**config.mk**
```make
export PLATFORM = sky130hd
export DESIGN_NAME = adc_filter_scheduler_flat
export DESIGN_NICKNAME = d
export VERILOG_FILES = /design/src/rtl/adc_sched_pkg.sv /design/src/rtl/adc_filter_scheduler_if.sv /design/src/rtl/adc_sample_tick.sv /design/src/rtl/adc_filter_scheduler.sv /design/src/flat_wrapper.sv
export SDC_FILE = /design/constraint.sdc
export NUM_CORES = 1
export LEC_CHECK = 0
export ABC_CLOCK_PERIOD_IN_PS = 3940
export CAP_MARGIN = 40
export CORE_MARGIN = 2
export CORE_UTILIZATION = 50
export DETAILED_ROUTE_END_ITERATION = 6
export HOLD_SLACK_MARGIN = 0.02
export PLACE_DENSITY = 0.79
export SLEW_MARGIN = 10
export SYNTH_ARGS = -nofsm -noshare
export SYNTH_HDL_FRONTEND = slang
export SYNTH_HIERARCHICAL = 1
export SYNTH_SLANG_ARGS = --single-unit
```
**constraint.sdc**
```tcl
create_clock -name clk -period 3.94 [get_ports clk]
set_clock_uncertainty 0.2 [all_clocks]
set_input_delay 0.985 -clock clk [delete_from_list [all_inputs] [get_ports clk]]
set_output_delay 0.985 -clock clk [all_outputs]
set_load 0.05 [all_outputs]
```
**src/rtl/adc_sched_pkg.sv**
```systemverilog
// Shared types and helpers for the ADC/filter round-robin scheduler.
// Channel search works on a fixed-width mask so one function serves any NUM_CH <= MAX_CH.
package adc_sched_pkg;

    typedef enum logic [2:0] {
        IDLE,
        SELECT,
        START,
        WAIT,
        PUSH,
        DONE
    } sched_state_t;

    localparam int OVERRUN_W = 8;
    localparam int MAX_CH    = 32;
    localparam int MAX_CH_W  = 5;

    typedef struct packed {
        logic                found;
        logic [MAX_CH_W-1:0] ch;
    } next_ch_t;

    // Lowest enabled channel strictly above cur; found=0 when none remain.
    function automatic next_ch_t next_enabled(input logic [MAX_CH-1:0] mask,
                                              input logic [MAX_CH_W-1:0] cur);
        next_ch_t r;
        r = '0;
        for (int i = MAX_CH - 1; i >= 0; i--) begin
            if (mask[i] && (i > int'(cur))) begin
                r.found = 1'b1;
                r.ch    = MAX_CH_W'(i);
            end
        end
        return r;
    endfunction

endpackage

```
**src/rtl/adc_filter_scheduler_if.sv**
```systemverilog
// ADC-side and filter-side signals of the scheduler, bundled for port connection.
// master = scheduler, slave = ADC front end plus filter bank.
interface adc_filter_scheduler_if #(
    parameter int NUM_CH = 4,
    parameter int DATA_W = 10
);
    import adc_sched_pkg::*;

    localparam int CH_W = $clog2(NUM_CH);

    logic [NUM_CH-1:0]    ChEnable;
    logic                 AdcStart;
    logic [CH_W-1:0]      AdcCh;
    logic                 AdcDone;
    logic [DATA_W-1:0]    AdcData;
    logic                 FiltValid;
    logic                 FiltReady;
    logic [CH_W-1:0]      FiltCh;
    logic [DATA_W-1:0]    FiltData;
    logic                 SweepDone;
    logic [OVERRUN_W-1:0] OverrunCnt;
    logic                 TimeoutErr;

    modport master (
        input  ChEnable, AdcDone, AdcData, FiltReady,
        output AdcStart, AdcCh, FiltValid, FiltCh, FiltData, SweepDone, OverrunCnt, TimeoutErr
    );

    modport slave (
        output ChEnable, AdcDone, AdcData, FiltReady,
        input  AdcStart, AdcCh, FiltValid, FiltCh, FiltData, SweepDone, OverrunCnt, TimeoutErr
    );

endinterface

```
**src/rtl/adc_sample_tick.sv**
```systemverilog
// Sweep-period divider: counts 0..TICK_DIV-1 and raises tick on the wrap cycle.
module adc_sample_tick #(
    parameter int TICK_DIV = 50000
) (
    input  logic clk,
    input  logic rst,
    output logic tick
);
    localparam int CNT_W = $clog2(TICK_DIV);

    logic [CNT_W-1:0] cnt;

    assign tick = (cnt == CNT_W'(TICK_DIV - 1));

    // NOTE: clocked state uses non-blocking assignments so every register samples pre-edge values.
    always_ff @(posedge clk) begin
        if (rst || tick) cnt <= '0;
        else             cnt <= cnt + CNT_W'(1);
    end

endmodule

```
**src/rtl/adc_filter_scheduler.sv**
```systemverilog
// Round-robin sweep over enabled ADC channels, handing each sample to the shared filter.
// Optional build macro ADC_TIMEOUT_EN adds a WAIT-state abort after TIMEOUT_CYC cycles.
module adc_filter_scheduler
    import adc_sched_pkg::*;
#(
    parameter int NUM_CH      = 4,
    parameter int DATA_W      = 10,
    parameter int TICK_DIV    = 50000,
    parameter int TIMEOUT_CYC = 255
) (
    input  logic                   clk,
    input  logic                   rst,
    adc_filter_scheduler_if.master bus
);
    localparam int CH_W = $clog2(NUM_CH);

    sched_state_t         state, state_nxt;
    logic                 tick;
    logic                 timeout;
    logic [NUM_CH-1:0]    mask_q;
    logic                 first_q;
    logic [CH_W-1:0]      ch_q;
    logic [CH_W-1:0]      fch_q;
    logic [DATA_W-1:0]    data_q;
    logic [OVERRUN_W-1:0] ovr_q;
    next_ch_t             nxt_after, nxt_first;
    logic [CH_W-1:0]      sel_ch;

    adc_sample_tick #(.TICK_DIV(TICK_DIV)) u_tick (
        .clk  (clk),
        .rst  (rst),
        .tick (tick)
    );

`ifdef ADC_TIMEOUT_EN
    localparam int TO_W = $clog2(TIMEOUT_CYC + 1);
    logic [TO_W-1:0] wait_cnt;

    // Held at zero outside WAIT, so every WAIT entry starts counting from 0.
    always_ff @(posedge clk) begin
        if (rst || state != WAIT) wait_cnt <= '0;
        else                      wait_cnt <= wait_cnt + TO_W'(1);
    end

    assign timeout = (state == WAIT) && (wait_cnt == TO_W'(TIMEOUT_CYC));
`else
    assign timeout = 1'b0;
`endif

    // The first step of a sweep has no previously serviced channel, so channel 0 is eligible.
    always_comb begin
        nxt_after = next_enabled(MAX_CH'(mask_q), MAX_CH_W'(ch_q));
        nxt_first = next_enabled(MAX_CH'(mask_q), '0);
        if (!first_q)                         sel_ch = CH_W'(nxt_after.ch);
        else if (mask_q[0] || !nxt_first.found) sel_ch = '0;
        else                                  sel_ch = CH_W'(nxt_first.ch);
    end

    always_ff @(posedge clk) begin
        if (rst) state <= IDLE;
        else     state <= state_nxt;
    end

    // NOTE: state_nxt gets a default before the case so no path leaves it unassigned (no latch).
    always_comb begin
        state_nxt = state;
        case (state)
            IDLE:   if (tick && (|bus.ChEnable)) state_nxt = SELECT;
            SELECT: state_nxt = START;
            START:  state_nxt = WAIT;
            WAIT: begin
                if (timeout)          state_nxt = nxt_after.found ? SELECT : DONE;
                else if (bus.AdcDone) state_nxt = PUSH;
            end
            PUSH:   if (bus.FiltReady) state_nxt = nxt_after.found ? SELECT : DONE;
            DONE:   state_nxt = IDLE;
            default: state_nxt = IDLE;
        endcase
    end

    always_comb begin
        bus.AdcStart   = (state == START);
        bus.FiltValid  = (state == PUSH);
        bus.SweepDone  = (state == DONE);
        bus.TimeoutErr = timeout;
        bus.AdcCh      = ch_q;
        bus.FiltCh     = fch_q;
        bus.FiltData   = data_q;
        bus.OverrunCnt = ovr_q;
    end

    always_ff @(posedge clk) begin
        if (rst) begin
            mask_q  <= '0;
            first_q <= 1'b0;
            ch_q    <= '0;
            fch_q   <= '0;
            data_q  <= '0;
            ovr_q   <= '0;
        end else begin
            if (state == IDLE && tick && (|bus.ChEnable)) begin
                mask_q  <= bus.ChEnable;
                first_q <= 1'b1;
            end
            if (state == SELECT) begin
                ch_q    <= sel_ch;
                first_q <= 1'b0;
            end
            if (state == WAIT && bus.AdcDone && !timeout) begin
                data_q <= bus.AdcData;
                fch_q  <= ch_q;
            end
            if (tick && state != IDLE && ovr_q != '1) ovr_q <= ovr_q + OVERRUN_W'(1);
        end
    end

endmodule

```
**src/flat_wrapper.sv**
```systemverilog
// flat-port wrapper written by rule: the top's interface ports become plain ports
module adc_filter_scheduler_flat import adc_sched_pkg::*;
#(
    parameter int NUM_CH      = 4,
    parameter int DATA_W      = 10,
    parameter int TICK_DIV    = 50000,
    parameter int TIMEOUT_CYC = 255
)
  (clk, rst, bus_ChEnable, bus_AdcDone, bus_AdcData, bus_FiltReady, bus_AdcStart, bus_AdcCh, bus_FiltValid, bus_FiltCh, bus_FiltData, bus_SweepDone, bus_OverrunCnt, bus_TimeoutErr);
  adc_filter_scheduler_if #(.NUM_CH(NUM_CH), .DATA_W(DATA_W)) bus_i ();
  input  logic clk;
  input  logic rst;
  input wire logic [$bits(bus_i.ChEnable)-1:0] bus_ChEnable;
  input wire logic [$bits(bus_i.AdcDone)-1:0] bus_AdcDone;
  input wire logic [$bits(bus_i.AdcData)-1:0] bus_AdcData;
  input wire logic [$bits(bus_i.FiltReady)-1:0] bus_FiltReady;
  output wire logic [$bits(bus_i.AdcStart)-1:0] bus_AdcStart;
  output wire logic [$bits(bus_i.AdcCh)-1:0] bus_AdcCh;
  output wire logic [$bits(bus_i.FiltValid)-1:0] bus_FiltValid;
  output wire logic [$bits(bus_i.FiltCh)-1:0] bus_FiltCh;
  output wire logic [$bits(bus_i.FiltData)-1:0] bus_FiltData;
  output wire logic [$bits(bus_i.SweepDone)-1:0] bus_SweepDone;
  output wire logic [$bits(bus_i.OverrunCnt)-1:0] bus_OverrunCnt;
  output wire logic [$bits(bus_i.TimeoutErr)-1:0] bus_TimeoutErr;
  assign bus_i.ChEnable = bus_ChEnable;
  assign bus_i.AdcDone = bus_AdcDone;
  assign bus_i.AdcData = bus_AdcData;
  assign bus_i.FiltReady = bus_FiltReady;
  assign bus_AdcStart = bus_i.AdcStart;
  assign bus_AdcCh = bus_i.AdcCh;
  assign bus_FiltValid = bus_i.FiltValid;
  assign bus_FiltCh = bus_i.FiltCh;
  assign bus_FiltData = bus_i.FiltData;
  assign bus_SweepDone = bus_i.SweepDone;
  assign bus_OverrunCnt = bus_i.OverrunCnt;
  assign bus_TimeoutErr = bus_i.TimeoutErr;
  adc_filter_scheduler #(.NUM_CH(NUM_CH), .DATA_W(DATA_W), .TICK_DIV(TICK_DIV), .TIMEOUT_CYC(TIMEOUT_CYC)) u_core (.clk(clk), .rst(rst), .bus(bus_i));
endmodule
```
==> summary.txt <==
Outcome
  – Status: finished, final reports clean

Pwr
  – Switching Share: 20.28%
  – Share of power burned in registers: 49.5%
  – VDD IR-drop max: 0.0004455 V
  – Switching power: 197.2 uW
  – Clock power frac: 43.3%
  – Power Internal: 775.2 uW
  – LEAKAGE: 0.0008617 uW
  – PD cells: 369.9 nW/um2
  – Comb pwr share: 7.2%

Clocking
  – Total CTS buffers: 5
  – Resized Gates After CTS: 0
  – CTS Buffer Depth: 2
  – # clock sinks: 46
  – Htree depth: 2
  – CTS tree: yes
  – Clock-pin transition on the worst setup and hold timing paths: 90 ps
  – Clk_lat worst skew: 290 ps
  – Clock Tree Root: clkbuf_8
  – Setup Fix Bufs, Post-CTS: 0
  – Hold_buf cts: 0

Critical path
  – CP startpoint kind: flop
  – WP data required: 2750 ps
  – CP max FO: 8
  – Depth of the most critical reg-to-reg path: 6
  – Arr. time, crit path: 1870 ps
  – Flop-to-flop setup slack: 1520 ps
  – RR Endpoint: u_core/bus.OverrunCnt[7]$_SDFFE_PP0P_
  – CP max stage delay: 860 ps
  – Crit Path Class: flop to primary output
  – Worst R2R Start: u_core/u_tick/cnt[0]$_SDFF_PP0_
  – Worst setup path start: u_core/state[2]$_SDFFE_PP0P_
  – Critical path destination: bus_FiltValid
  – Slowest cell on crit path: clkdlybuf4s50_1
  – Crit-path cells: nor3b_1 > clkdlybuf4s50_1
  – Worst setup EP type: primary output

Final layout
  – Layout cells sized above 1: 6.050%
  – Final nets: 300
  – Area grow syn2layout: 26.80%
  – Final instance area: 2629 um2
  – Final antenna diode count: 0
  – Layout Utilization: 65.72%
  – Fillers: 359

Global route
  – Overflow after GRT: 0
  – Vias in the first global route: 1499
  – Gr usage total: 18.09%
  – First-pass GRT wire length: 6.492 mm
  – Initial antenna violation count: 0
  – Largest net degree at the start of global routing: 18

Synthesis
  – Async S/R FF share, synth: 0%
  – Post-Syn Area: 2073 um2
  – Gate Count Post-Synth: 242
  – Yosys top cell area share: 44.42%
  – Cell variety after synth: 45
  – Syn_area_per_cell: 8.567 um2
  – Synth Register Bits: 46
  – Mapped Nets: 262
  – Dominant cells by area after synthesis: dfxtp_1 44%, nor2_1 6.3%, xnor2_1 5.5%
  – Yosys top cell by area: dfxtp_1
  – Post-synthesis sequential area ratio: 44.42%
  – YS warnings: 6
  – Top_reg_cell synth: dfxtp_1
  – EDFF count, synth: 0

Detailed routing
  – Vias per Instance: 5.257
  – Routed wire per std cell: 11.99 um
  – 1st-iter DRT viols: 85
  – DRC Markers: 0
  – Drt pass-1 iters: 4
  – WL final: 3.968 mm
  – Via Count: 1740
  – Antenna Nets Post-Route: 0

STA
  – Tcrit/Tclk final: 77.46%
  – Final count of pins violating max slew: 0
  – Hold Violations, Final: 0
  – Slew margin rel.: 47.36%
  – Final min period: 3052 ps
  – Worst-margin pin slew: 786.7 ps
  – Unrepaired setup endpoints after global routing: false
  – Achievable Freq: 0.3277 GHz
  – Final setup fails: 0
  – Setup_tns: 0 ps

Die
  – Core footprint: 4000 um2
  – Die X: 68.40 um
  – Rows: 23
  – DIE AREA: 4678 um2
  – Number of I/O pins: 44
  – Die Span Y: 68.40 um
  – Initial Util: 51.83%

Placement
  – Area after DPL: 2486 um2
  – RePlAce Congestion: 0.7590
  – Post-DP HPWL: 2.828 mm
  – Buffers on Ports: 42

Min path
  – Worst min path class: flop to flop
  – Hold Path Cell Cnt: 2

Flow run
  – Max-cap violations: 0
[cell families after synthesis]
family / count (synthesis) / synth area share, %
simple gates: 112 / 27.22
flops: 46 / 44.42
compound gates: 38 / 11.65
buf+inv: 21 / 5.371
xor+xnor: 15 / 6.337
mux: 7 / 3.621
fa+ha+maj: 2 / 1.207
other cells: 1 / 0.1809
[cell usage after synthesis, types with 4 or more instances]
master and number:
dfxtp_1 46, nor2_1 35, nand2_1 30, a21oi_1 20
xnor2_1 13, inv_1 9, nand3_1 8, nor3_1 7
mux2i_1 6, clkbuf_1 5, nand2b_1 5, nor4_1 4
o31ai_1 4
[layout by cell type, fill, tap and decap left out, types with 3 or more instances in the layout]
master           Yosys  layout
inv_1                9       9
nand3_1              8       8
nor2_1              35      35
mux2i_1              6       6
clkdlybuf4s50_1      0      42
nand2b_1             5       5
o21ai_0              3       3
nor4_1               4       4
o31ai_1              4       4
nor3b_1              3       3
or4_1                3       3
clkbuf_8             0       6
a21oi_1             20      20
nand4_1              3       3
xnor2_1             13      13
nor3_1               7       7
dfxtp_1             46      46
nand2_1             30      30
[critical path, delay by kind of cell, from the launching register on]
family	cells	cell delay, ps
simple gates	1	290
flops	1	440
buf+inv	1	860
[state kept, by name (all words and copies together) (netlist names)]
register	flops
u_core/bus.AdcCh	2
u_core/bus.FiltCh	2
u_core/bus.FiltData	10
u_core/bus.OverrunCnt	8
u_core/first_q	1
u_core/mask_q	4
u_core/state	3
u_core/u_tick/cnt	16
[cell type report]
class,instances,area (um2),share of cell area [%]
sequential,46,920.9,35.03
inverter,9,33.78,1.285
clock buffer,6,82.58,3.141
tap,50,62.56,2.380
clock inverter,2,60.06,2.285
multi-input combinational,175,1041,39.60
timing repair buffer,43,427.9,16.28
[power groups by stage]
stage	Clock [uW]	Sequential (uW)	Combinational [uW]
2_1_floorplan	0	494	42.5
3_3_place_gp	0	492	69.8
3_5_place_dp	0	492	70.0
4_1_cts	435	482	70.4
5_1_grt	451	484	77.4
6_report	421	482	69.6
[worst min-delay path by stage]
stage | endpoint | startpoint
final | u_core/bus.FiltData[2]$_SDFFE_PP0P_ | u_core/bus.FiltData[2]$_SDFFE_PP0P_
after global routing | u_core/bus.FiltData[7]$_SDFFE_PP0P_ | u_core/bus.FiltData[7]$_SDFFE_PP0P_
after CTS | u_core/bus.FiltData[2]$_SDFFE_PP0P_ | u_core/bus.FiltData[2]$_SDFFE_PP0P_
after detailed placement | u_core/bus.FiltData[2]$_SDFFE_PP0P_ | u_core/bus.FiltData[2]$_SDFFE_PP0P_
after global placement | u_core/bus.FiltData[6]$_SDFFE_PP0P_ | u_core/bus.FiltData[6]$_SDFFE_PP0P_
after floorplan | u_core/u_tick/cnt[0]$_SDFF_PP0_ | u_core/u_tick/cnt[0]$_SDFF_PP0_
[per-stage QoR]
step	power, uW	std cells	hold slack, ps	setup WS [ps]
final	972.4	331	258.5	888.1
after global routing	1013	331	274.5	760.3
after CTS	987.0	331	260.6	853.0
after detailed placement	562.5	323	248.0	1129
after global placement	562.1	323	241.1	1151
after floorplan	536.8	242	229.9	1139
[per-layer routing]
metal	track usage, %	wire, um
met1	24.03	1860
met2	28.61	1829
met3	5.099	254
met4	5.000	23
met5	0	0
(Power assumes the default switching activity.)
